### config.mk
export PLATFORM = sky130hd
export DESIGN_NAME = rv32i_instr_encoder
export DESIGN_NICKNAME = d
export VERILOG_FILES = /design/src/rtl/rv32i_pkg.sv /design/src/rtl/rv32i_enc_fifo.sv /design/src/rtl/rv32i_instr_encoder.sv
export SDC_FILE = /design/constraint.sdc
export NUM_CORES = 1
export LEC_CHECK = 0
export BUFFER_PORTS_ARGS = -buffer_cell sky130_fd_sc_hd__buf_2
export CORE_MARGIN = 2
export CORE_UTILIZATION = 56
export DETAILED_ROUTE_END_ITERATION = 8
export MAX_ROUTING_LAYER = met4
export PLACE_DENSITY_LB_ADDON = 0.1
export SLEW_MARGIN = 20
export SYNTH_ARGS = -nofsm -noshare
export SYNTH_HDL_FRONTEND = slang
export SYNTH_SLANG_ARGS = --single-unit
### constraint.sdc
create_clock -name clk -period 2.6 [get_ports clk]
set_input_delay 0.26 -clock clk [delete_from_list [all_inputs] [get_ports clk]]
set_output_delay 0.26 -clock clk [all_outputs]
set_load 0.005 [all_outputs]
### src/rtl/rv32i_pkg.sv
// -----------------------------------------------------------------------------
// rv32i_pkg
// Shared RV32I constants for the instruction encoder (and its decoder peer):
//   - fmt_e       : instruction format selector carried on the 3-bit fmt port
//   - OPC_*       : base opcodes used by the encoder and its users
//   - NOP_INSTR   : canonical NOP (addi x0,x0,0), substituted for illegal fmt
//   - sext_fits() : true when a 32-bit value is the sign extension of its
//                   low (sign_bit+1) bits
// -----------------------------------------------------------------------------
package rv32i_pkg;

  typedef enum logic [2:0] {
    FMT_R    = 3'd0,
    FMT_I    = 3'd1,
    FMT_S    = 3'd2,
    FMT_B    = 3'd3,
    FMT_U    = 3'd4,
    FMT_J    = 3'd5,
    FMT_ILL6 = 3'd6,
    FMT_ILL7 = 3'd7
  } fmt_e;

  localparam logic [6:0] OPC_OP     = 7'b0110011;
  localparam logic [6:0] OPC_OP_IMM = 7'b0010011;
  localparam logic [6:0] OPC_LOAD   = 7'b0000011;
  localparam logic [6:0] OPC_STORE  = 7'b0100011;
  localparam logic [6:0] OPC_BRANCH = 7'b1100011;
  localparam logic [6:0] OPC_JAL    = 7'b1101111;
  localparam logic [6:0] OPC_LUI    = 7'b0110111;

  // funct3 values that turn an OP_IMM into a shift-immediate
  localparam logic [2:0] F3_SLLI = 3'b001;
  localparam logic [2:0] F3_SRXI = 3'b101;

  localparam logic [31:0] NOP_INSTR = 32'h0000_0013;

  // Every bit from sign_bit upward must be identical for the value to be
  // representable in a (sign_bit+1)-bit signed field.
  function automatic logic sext_fits(input logic [31:0] value,
                                     input logic [4:0]  sign_bit);
    logic [31:0] upper_mask;
    upper_mask = 32'hFFFF_FFFF << sign_bit;
    return ((value & upper_mask) == 32'd0) || ((value & upper_mask) == upper_mask);
  endfunction

endpackage

### src/rtl/rv32i_enc_fifo.sv
// -----------------------------------------------------------------------------
// rv32i_enc_fifo
// DEPTH-entry synchronous FIFO with occupancy counter.
//   clk, rst_n          : clock, asynchronous active-low reset
//   wr_valid / wr_ready : write handshake; wr_ready = (count < DEPTH)
//   wr_data             : WIDTH-bit entry
//   rd_valid / rd_ready : read handshake; rd_valid = (count != 0)
//   rd_data             : head entry (zero while empty)
//   count               : occupancy, $clog2(DEPTH)+1 bits
// Pointers are $clog2(DEPTH) bits and wrap naturally, so DEPTH must be a
// power of two. wr_ready looks only at count: a full FIFO refuses a write
// even when a read happens in the same cycle.
// -----------------------------------------------------------------------------
module rv32i_enc_fifo #(
  parameter  int WIDTH = 33,
  parameter  int DEPTH = 4,
  localparam int AW    = $clog2(DEPTH)
) (
  input  logic             clk,
  input  logic             rst_n,
  input  logic             wr_valid,
  output logic             wr_ready,
  input  logic [WIDTH-1:0] wr_data,
  output logic             rd_valid,
  input  logic             rd_ready,
  output logic [WIDTH-1:0] rd_data,
  output logic [AW:0]      count
);

  localparam logic [AW:0] DEPTH_CNT = (AW + 1)'(DEPTH);

  logic [WIDTH-1:0] mem_q [DEPTH];
  logic [AW-1:0]    wr_ptr_q, wr_ptr_d;
  logic [AW-1:0]    rd_ptr_q, rd_ptr_d;
  logic [AW:0]      count_q,  count_d;
  logic             do_wr, do_rd;

  assign wr_ready = (count_q < DEPTH_CNT);
  assign rd_valid = (count_q != '0);
  assign do_wr    = wr_valid && wr_ready;
  assign do_rd    = rd_valid && rd_ready;
  assign count    = count_q;

  // Storage is not reset; the head is masked while empty so the output
  // reads zero out of reset.
  assign rd_data  = rd_valid ? mem_q[rd_ptr_q] : '0;

  always_comb begin
    wr_ptr_d = wr_ptr_q;
    rd_ptr_d = rd_ptr_q;
    count_d  = count_q;
    if (do_wr) wr_ptr_d = wr_ptr_q + AW'(1);
    if (do_rd) rd_ptr_d = rd_ptr_q + AW'(1);
    case ({do_wr, do_rd})
      2'b10:   count_d = count_q + (AW + 1)'(1);
      2'b01:   count_d = count_q - (AW + 1)'(1);
      default: count_d = count_q;
    endcase
  end

  always_ff @(posedge clk or negedge rst_n) begin
    if (!rst_n) begin
      wr_ptr_q <= '0;
      rd_ptr_q <= '0;
      count_q  <= '0;
    end else begin
      wr_ptr_q <= wr_ptr_d;
      rd_ptr_q <= rd_ptr_d;
      count_q  <= count_d;
    end
  end

  always_ff @(posedge clk) begin
    if (do_wr) mem_q[wr_ptr_q] <= wr_data;
  end

endmodule

### src/rtl/rv32i_instr_encoder.sv
// -----------------------------------------------------------------------------
// rv32i_instr_encoder
// Packs RV32I fields into 32-bit instruction words, flags immediate range and
// alignment errors, and queues {err, word} pairs in a DEPTH-entry FIFO.
//   clk, rst_n           : clock, asynchronous active-low reset
//   in_valid / in_ready  : field-tuple handshake (in_ready = count < DEPTH)
//   fmt                  : R=0 I=1 S=2 B=3 U=4 J=5, 6/7 illegal
//   opcode, rd, rs1, rs2, funct3, funct7, imm : instruction fields
//                          (imm is the signed, unshifted immediate)
//   out_valid / out_ready: head-word handshake
//   out_instr, out_err   : head word and its error flag
//   count                : FIFO occupancy
//   err_count            : accepted error words, saturating at 255
// -----------------------------------------------------------------------------
module rv32i_instr_encoder #(
  parameter int DEPTH = 4
) (
  input  logic                   clk,
  input  logic                   rst_n,
  input  logic                   in_valid,
  output logic                   in_ready,
  input  logic [2:0]             fmt,
  input  logic [6:0]             opcode,
  input  logic [4:0]             rd,
  input  logic [4:0]             rs1,
  input  logic [4:0]             rs2,
  input  logic [2:0]             funct3,
  input  logic [6:0]             funct7,
  input  logic [31:0]            imm,
  output logic                   out_valid,
  input  logic                   out_ready,
  output logic [31:0]            out_instr,
  output logic                   out_err,
  output logic [$clog2(DEPTH):0] count,
  output logic [7:0]             err_count
);

  import rv32i_pkg::*;

  logic [31:0] enc_word;
  logic        enc_err;
  logic        is_shift;
  logic        push;
  logic [32:0] head_entry;
  logic [7:0]  err_count_q, err_count_d;

  // Shift-immediates reuse the I slot: funct7 occupies imm[11:5] and only a
  // 5-bit unsigned shift amount is legal.
  assign is_shift = (opcode == OPC_OP_IMM) &&
                    ((funct3 == F3_SLLI) || (funct3 == F3_SRXI));

  always_comb begin
    enc_word = NOP_INSTR;
    enc_err  = 1'b0;
    case (fmt_e'(fmt))
      FMT_R: begin
        enc_word = {funct7, rs2, rs1, funct3, rd, opcode};
      end
      FMT_I: begin
        if (is_shift) begin
          enc_word = {funct7, imm[4:0], rs1, funct3, rd, opcode};
          enc_err  = (imm[31:5] != 27'd0);
        end else begin
          enc_word = {imm[11:0], rs1, funct3, rd, opcode};
          enc_err  = !sext_fits(imm, 5'd11);
        end
      end
      FMT_S: begin
        enc_word = {imm[11:5], rs2, rs1, funct3, imm[4:0], opcode};
        enc_err  = !sext_fits(imm, 5'd11);
      end
      FMT_B: begin
        enc_word = {imm[12], imm[10:5], rs2, rs1, funct3, imm[4:1], imm[11], opcode};
        enc_err  = !sext_fits(imm, 5'd12) || imm[0];
      end
      FMT_U: begin
        enc_word = {imm[31:12], rd, opcode};
        enc_err  = (imm[11:0] != 12'd0);
      end
      FMT_J: begin
        enc_word = {imm[20], imm[10:1], imm[11], imm[19:12], rd, opcode};
        enc_err  = !sext_fits(imm, 5'd20) || imm[0];
      end
      default: begin
        enc_word = NOP_INSTR;
        enc_err  = 1'b1;
      end
    endcase
  end

  assign push = in_valid && in_ready;

  always_comb begin
    err_count_d = err_count_q;
    if (push && enc_err && (err_count_q != 8'hFF))
      err_count_d = err_count_q + 8'd1;
  end

  always_ff @(posedge clk or negedge rst_n) begin
    if (!rst_n) err_count_q <= 8'd0;
    else        err_count_q <= err_count_d;
  end

  assign err_count = err_count_q;

  rv32i_enc_fifo #(
    .WIDTH (33),
    .DEPTH (DEPTH)
  ) u_fifo (
    .clk      (clk),
    .rst_n    (rst_n),
    .wr_valid (in_valid),
    .wr_ready (in_ready),
    .wr_data  ({enc_err, enc_word}),
    .rd_valid (out_valid),
    .rd_ready (out_ready),
    .rd_data  (head_entry),
    .count    (count)
  );

  assign out_instr = head_entry[31:0];
  assign out_err   = head_entry[32];

endmodule

==> results.txt, run 1 <==
Outcome - completed
# setup viols final - 0
Initial drt markers - 375
Post-CTS sizing - 0
Vias/cell - 5.816
Worst-Skew Late Latency - 410 ps
Min Tclk post-route - 2145 ps
DRC - 0
Slowest cell on crit path - mux4_2
WP data arrival - 1880 ps
Syn-to-layout area delta - 21.06%
Clk buf depth - 2
Max Cap Violations - 0
Register Area - 4340 sq um
Total power - 8.124 mW
Final hold violations - 0
ANT nets after route - 0
Die Area - 12710 sq um
Syn Inst Count - 424
Pre-CTS WS - 201.8 ps
GR Overflow Total - 0
NumNets Final - 635
Count of state elements after synthesis - 147
Syn avg cell area - 15.62 sq um
CP max FO - 25
HPWL after DPL - 9.785 mm
CP top delay family - multiplexers
Final setup TNS - 0 ps
H-tree Lvls - 4
Register area share after synthesis - 65.51%
Largest cells by area after synthesis - edfxtp_1 60%, mux4_2 11%, dfrtp_1 5.7%, and2_1 4.0%, inv_1 1.6%
Synth Net Count - 502
Root Buffer - clkbuf_16
Post-CTS setup buffers - 0
Initial Util - 57.76%
WS Path Type - flop to output port
Fin. max-slew vios - 0
Slew headroom - 62.48%
Most common cell after layout, fill and taps aside - edfxtp_1
Most frequent cells in the layout - 132 x edfxtp_1, 116 x buf_2, 42 x and2_1
Final setup margin - 455.3 ps
CP required - 2340 ps
Main flop type after synthesis - edfxtp_1
Clk slew on worst S/H paths - 60 ps
ANT cells - 0
Worst setup EP type - output port
CTS tree - built
Die width - 112.8 um
Vias in the first global route - 4332
Min-Delay Path Class - input pin to flop
Layout cells sized above 1 - 36.56%
Buf/Inv on CP - 2
Utilization after layout - 69.93%
Synth Cell Area - 6624 sq um
Antenna violations before repair - 0
Fmax - 466.3 MHz
RSZ-0062 raised after global routing - false
CTS Buf Count - 17
Vias - 4141
Power Dens Cells - 1013 nW/um^2
Final Wtd Congestion - 0.8373
Routed WL - 14.34 mm
First-pass iteration count of the detailed router - 6
Worst slew pin tran - 547.1 ps
# port buffers - 116
CTS Sinks - 147
# rows - 39
Critical Path Source Type - flop
Period Utilization, post-route - 82.49%
Synth top area share - 59.84%
Avg WL per Cell - 20.14 um
Post-synth top area cell - edfxtp_1
Largest stage delay on the critical path - 530 ps
Area of the multi-input gates - 2058 sq um
Core area - 11470 sq um
Leak - 3.064 nW
Largest net degree at the start of global routing - 35
Worst Hold Margin - 193.3 ps
I/O Pins - 117
Synth Warn # - 0
Die Y-Extent - 112.8 um
Hold-fix buffers at CTS - 1
First-pass GRT wire length - 22.67 mm
Skew final - 8.632 ps
Max rail drop VDD - 665.3 uV
Asr flop ratio synth - 10.20%
Fill cells - 788
All-Layer GR Usage - 24.45%
Post-synth EDFFs - 132
Critical path, cell by cell - buf_12 -> mux4_2 -> and2_1 -> buf_2
Synth cell types - 52
-- sequential cells by signal (all words and copies together), names as in the netlist --
signal / flops
u_fifo.mem_q: 132
u_fifo.rd_ptr_q: 2
err_count: 8
u_fifo.count: 3
u_fifo.wr_ptr_q: 2
-- stage by stage --
| step | instance area [sq um] | std cells |
|---|---|---|
| 2_1_floorplan | 6624 | 424 |
| 3_3_place_gp | 7418 | 680 |
| 3_5_place_dp | 7418 | 680 |
| 4_1_cts | 8019 | 712 |
| 5_1_grt | 8019 | 712 |
| 6_report | 8019 | 712 |
-- layer usage --
layer / GRT usage, % / wire length, um
met3: 5.142 / 1132
met1: 31.86 / 5826
met4: 7.480 / 227
met2: 39.40 / 7154
met5: - / 0
-- cells by family (layout without fill, tap and decap cells) --
family          count (synthesis)  count (layout)  share of synthesized area [%]
simple gates                  123             123                          11.16
buf+inv                        50             195                          3.419
xor+xnor                       12              12                          1.587
mux                            38              38                          12.07
flops                         147             147                          65.51
fa+ha+maj                       7               7                          1.436
compound gates                 47              47                          4.817
-- final cells by class --
cell class	count	area share (%)
clock buffers	19	5.399
well taps	143	2.231
multi-input cells	227	25.67
repair buffers	136	9.299
inverters	28	1.311
clock inverters	12	1.966
flip-flops and latches	147	54.13
-- worst paths after layout --
| check | depth (start not counted) | startpoint | endpoint | slack (ps) |
|---|---|---|---|---|
| max | 4 | u_fifo.rd_ptr_q[0]$_DFFE_PN0P_ | out_instr[1] | 460 |
| min | 3 | funct7[1] | u_fifo.mem_q[0][26]$_DFFE_PP_ | 190 |
| max reg2reg | 8 | u_fifo.count[2]$_DFFE_PN0P_ | u_fifo.count[2]$_DFFE_PN0P_ | 700 |
| min reg2reg | 1 | u_fifo.count[0]$_DFFE_PN0P_ | u_fifo.count[0]$_DFFE_PN0P_ | 500 |
| max in group asynchronous | 2 | rst_n | u_fifo.rd_ptr_q[0]$_DFFE_PN0P_ | 2060 |
| min in group asynchronous | 2 | rst_n | u_fifo.count[0]$_DFFE_PN0P_ | 270 |
-- cells in the mapped netlist (all sizes together) (2+ instances only) --
cell,instances
a211oi,2
a21oi,7
a222oi,7
a22oi,4
and2,42
and2b,2
buf,6
clkbuf,15
dfrtp,15
edfxtp,132
ha,6
inv,28
mux2,2
mux2i,3
mux4,33
nand2,22
nand2b,4
nand3,6
nand4,8
nor2,8
nor2b,8
nor3,7
nor4,8
o21ai,20
or4,2
xnor2,4
xor2,8
-- worst register-to-register path: stages, from the launching register on --
cell	delay, ps
dfrtp_1	360
and2b_2	320
inv_1	130
ha_1	200
inv_1	60
fa_1	370
xor2_1	150
nor2_1	120
xnor2_1	130
-- power breakdown --
part,internal [mW],leakage [nW],switching (mW)
Clock,1.51,0.280,0.896
Sequential,3.02,1.39,0.157
Combinational,1.31,1.39,1.23
Total,5.84,3.06,2.29
No activity file was read; power rests on OpenSTA's default activity.
==> run 2: changes to the inputs <==
clock period = 2.25 ns   (was 2.6 ns; I/O delays follow)
==> run 2 against run 1 <==
Against the previous run:
- highest routed layer unchanged
- cell area grew 0.50%
- first-iteration DRC count shrank 13%
- sequential share of layout area shrank 0.27 points
- critical endpoint is now out_instr[21]
- count of clock-buffer cells in the layout grew 7
- non-clock buffer count grew 13
- via count grew 1.9%
- critical path depth is the same
- largest cell class unchanged
- die area is the same
==> results.txt, run 2 (same netlist as run 1, synthesis figures left out) <==
NumNets Final - 648
Max FFs per register - 132
# rows - 39
First-pass GRT wire length - 22.98 mm
Total power - 9.166 mW
Final hold violations - 0
Initial drt markers - 326
I/O Pins - 117
Max Cap Violations - 0
Worst slew pin tran - 523.9 ps
Root Buffer - clkbuf_16
Sequential share of power - 40.2%
Hold path cells - 3
ANT nets after route - 0
Die Area - 12710 sq um
Fmax - 470.3 MHz
Vias in the first global route - 4357
Worst Hold Margin - 149.9 ps
Hold path endpoint - u_fifo.mem_q[3][28]$_DFFE_PP_
Leak - 3.107 nW
R2R Setup Slk - 340 ps
Max rail drop VDD - 874.1 uV
Final Wtd Congestion - 0.8598
CTS Buf Count - 17
All-Layer GR Usage - 25.15%
Combinational share of power - 32.8%
Vias - 4221
Most common cell after layout, fill and taps aside - edfxtp_1
Skew final - 12.58 ps
Final setup TNS - 0 ps
Most frequent cells in the layout - 132 x edfxtp_1, 116 x buf_2, 42 x and2_1
RSZ-0062 raised after global routing - false
Top reg by flops - u_fifo.mem_q
CP required - 2030 ps
WP data arrival - 1900 ps
Critical Path Source Type - flop
Vias/cell - 5.814
Critical R2R Launch - u_fifo.count[2]$_DFFE_PN0P_
HPWL after DPL - 9.872 mm
Routed WL - 14.42 mm
GR Overflow Total - 0
Fin. max-slew vios - 0
Fill cells - 771
Slew headroom - 64.07%
Clk buf depth - 2
Clock Power Share - 27.1%
Hold Crit Start - funct7[3]
# setup viols final - 0
Capturing point of the worst reg2reg path - u_fifo.count[2]$_DFFE_PN0P_
Placed instance area - 7513 sq um
WS Path Type - flop to output port
Outcome - completed
Avg WL per Cell - 19.86 um
Die width - 112.8 um
Min-Delay Path Class - input pin to flop
ANT cells - 0
Sw Pwr - 2.616 mW
DRC - 0
Largest net degree at the start of global routing - 35
Layout cells sized above 1 - 37.22%
Utilization after layout - 70.28%
Die Y-Extent - 112.8 um
Min Tclk post-route - 2126 ps
Worst-Skew Late Latency - 430 ps
First-pass iteration count of the detailed router - 5
# port buffers - 116
Switching share of total power - 28.54%
H-tree Lvls - 4
CP max FO - 18
CTS Sinks - 147
Design area - 8059 sq um
Initial Util - 57.76%
CTS tree - built
Post-CTS sizing - 0
Worst R2R Path Depth - 8
Pint - 6.550 mW
Syn-to-layout area delta - 21.67%
Power Dens Cells - 1137 nW/um^2
Core area - 11470 sq um
Period Utilization, post-route - 94.50%
Worst setup EP type - output port
Clk slew on worst S/H paths - 50 ps
Antenna violations before repair - 0
==> run 2: cell count changes in the layout (fill, tap and decap cells not counted), sizes merged <==
cell / previous run / this run
buf: 135 / 148
bufinv: 3 / 0
clkbuf: 19 / 26
clkinv: 4 / 5
clkinvlp: 3 / 1
inv: 30 / 28
==> run 2: worst max path at each step <==
stage | from | to | cells past startpoint
CTS | u_fifo.rd_ptr_q[0]$_DFFE_PN0P_ | out_instr[9] | 4
finish | u_fifo.rd_ptr_q[0]$_DFFE_PN0P_ | out_instr[21] | 4
floorplan | u_fifo.count[2]$_DFFE_PN0P_ | u_fifo.mem_q[0][0]$_DFFE_PP_ | 3
global route | u_fifo.rd_ptr_q[0]$_DFFE_PN0P_ | out_instr[9] | 4
detailed placement | imm[16] | err_count[7]$_DFFE_PN0P_ | 10
global placement | opcode[3] | err_count[3]$_DFFE_PN0P_ | 9
==> run 2: metal layers <==
metal / routed length (um) / vias to the layer above / track usage (%)
li1: - / 1922 / -
met1: 6196 / 2110 / 33.82
met2: 6963 / 165 / 38.00
met3: 966 / 24 / 5.570
met4: 289 / 0 / 10.16
met5: 0 / - / -
==> run 2: area by class of cell <==
class	count	area [sq um]	share of cell area [%]
clock buffers	26	489.2	6.070
clock inverters	6	31.28	0.3881
inverters	28	105.1	1.304
multi-input cells	227	2058	25.54
flip-flops and latches	147	4340	53.86
well taps	143	178.9	2.220
repair buffers	149	855.8	10.62
==> run 2: timing repair <==
item,CTS,global route
buffers inserted,2,0
hold endpoints to repair,15,0
endpoints found under the setup margin,19,0
hold buffers,1,0
==> run 2: through the flow <==
stage               worst slack [ps]  cells
floorplan                      116.8    424
global placement              -23.76    691
detailed placement            -89.08    691
CTS                            88.68    726
global route                   36.98    726
finish                         123.7    726
==> run 2: power by group through the flow <==
stage	sequential, mW	clock [mW]	combinational [mW]
floorplan	3.67	0	1.87
detailed placement	3.76	0	2.99
finish	3.68	2.48	3.01
global placement	3.73	0	2.97
global route	3.72	2.63	3.30
CTS	3.68	2.52	3.07
==> run 2: worst max-delay path, cell delays in order, from the launching register on <==
cell     delay (ps)
dfrtp_2         450
buf_12          220
mux4_2          530
and2_1          170
buf_2           120
==> run 3: changes to the inputs <==
CELL_PAD_IN_SITES_DETAIL_PLACEMENT = 0   (was unset)
CELL_PAD_IN_SITES_GLOBAL_PLACEMENT = 1   (was unset)
CORE_UTILIZATION = 46   (was 56)
==> run 3 against run 2 <==
Against the previous run:
- routed wire length is 3.1% higher
- cell area is 0.64% higher
- non-clock buffer count is 4 lower
- critical endpoint is now out_instr[31]
- core utilization is 12 points lower
- sequential power hardly changed
- hold slack better by 14 ps
- sequential share of layout area is 0.34 points lower
- highest routed layer unchanged
- via count is 2.2% lower
- sequential cell count stayed put
==> results.txt, run 3 (same netlist as run 1, synthesis figures left out) <==
CP required - 2030 ps
Syn-to-layout area delta - 22.44%
Avg WL per Cell - 19.58 um
R2R Setup Slk - 360 ps
Power Dens Cells - 1142 nW/um^2
Layer carrying the most global-route usage - met2
First-pass GRT wire length - 22.47 mm
Clk buf depth - 2
Final hold violations - 0
Worst-Skew Late Latency - 420 ps
All-Layer GR Usage - 21.14%
Fin. max-slew vios - 0
H-tree Lvls - 4
Leak - 3.096 nW
CTS Buf Count - 17
Die Area - 15380 sq um
# port buffers - 116
Die Y-Extent - 124 um
Initial Util - 47.35%
CP max FO - 18
CTS Sinks - 147
HPWL after DPL - 10.20 mm
Max Cap Violations - 0
Routed WL - 14.86 mm
Register Area - 4340 sq um
Pre-CTS WS - -127.0 ps
CP endpoint - out_instr[31]
# setup viols final - 0
Max rail drop VDD - 673.8 uV
Post-CTS setup buffers - 0
NumNets Final - 644
ANT cells - 0
Vias/cell - 5.440
Total power - 9.259 mW
Largest net degree at the start of global routing - 35
Core area - 13990 sq um
Fmax - 479.7 MHz
Vias in the first global route - 4130
Worst Hold Margin - 163.7 ps
Slew headroom - 58.55%
ANT nets after route - 0
Antenna violations before repair - 0
Capturing point of the worst reg2reg path - u_fifo.count[2]$_DFFE_PN0P_
Most frequent cells in the layout - 132 x edfxtp_1, 116 x buf_2, 42 x and2_1
Skew final - 4.788 ps
WS Path Type - flop to output port
Outcome - completed
DRC - 0
Final Wtd Congestion - 0.8313
Period Utilization, post-route - 92.66%
Max FFs per register - 132
Worst R2R Path Depth - 8
Min Tclk post-route - 2085 ps
Most common cell after layout, fill and taps aside - edfxtp_1
Worst setup EP type - output port
Critical R2R Launch - u_fifo.count[2]$_DFFE_PN0P_
Setup crit start - u_fifo.rd_ptr_q[0]$_DFFE_PN0P_
WP data arrival - 1860 ps
M3 GR Usage - 4.258%
First-pass iteration count of the detailed router - 6
Die width - 124 um
Initial drt markers - 286
GR Overflow Total - 0
Hold-fix buffers at CTS - 1
Area of the multi-input gates - 2058 sq um
Top reg by flops - u_fifo.mem_q
Clk slew on worst S/H paths - 60 ps
Layout cells sized above 1 - 37.65%
GRT met1 Usage - 27.36%
Worst slew pin tran - 604.4 ps
# rows - 43
Min-Delay Path Class - input pin to flop
Final setup margin - 165.2 ps
Post-CTS sizing - 0
Fill cells - 1145
I/O Pins - 117
RSZ-0062 raised after global routing - false
CTS tree - built
Root Buffer - clkbuf_16
Vias - 4129
Grt met2 use - 32.97%
Critical Path Source Type - flop
Final setup TNS - 0 ps
[run 3: routing by layer]
metal / routed length [um] / vias to the layer above / share of wire [%]
li1: - / 1905 / -
met1: 6478 / 2051 / 44
met2: 7203 / 152 / 48
met3: 904 / 21 / 6.1
met4: 273 / 0 / 1.8
met5: 0 / - / 0
[run 3: cell type report]
type / instances / area share, %
tap: 180 / 2.777
sequential: 147 / 53.52
timing repair buffer: 145 / 10.18
clock inverter: 12 / 1.342
inverter: 28 / 1.296
clock buffer: 20 / 5.508
multi-input combinational: 227 / 25.38
[run 3: through the flow]
stage | utilization [%] | cells | instance area, sq um
floorplan | - | 424 | 6624
global placement | 53.94 | 726 | 7545
detailed placement | 53.94 | 726 | 7545
CTS | 57.98 | 759 | 8110
global route | 57.98 | 759 | 8110
finish | 57.98 | 759 | 8110
[run 3: critical path, stage by stage, from the launching register on]
cell and delay [ps]:
dfrtp_2 410, buf_12 210, mux4_2 500, and2_1 180, buf_2 130
[run 3: worst min path at each step]
stage | start | depth (start not counted) | to
finish | funct7[1] | 3 | u_fifo.mem_q[3][26]$_DFFE_PP_
global route | funct7[1] | 3 | u_fifo.mem_q[1][26]$_DFFE_PP_
floorplan | rst_n | 0 | err_count[0]$_DFFE_PN0P_
global placement | rst_n | 1 | u_fifo.count[0]$_DFFE_PN0P_
detailed placement | rst_n | 1 | u_fifo.count[0]$_DFFE_PN0P_
CTS | funct7[1] | 3 | u_fifo.mem_q[1][26]$_DFFE_PP_
[run 3: power breakdown]
| group | internal (mW) | switching (mW) |
|---|---|---|
| combinational | 1.55 | 1.45 |
| sequential | 3.49 | 0.171 |
| clock | 1.55 | 1.05 |
| total | 6.59 | 2.67 |
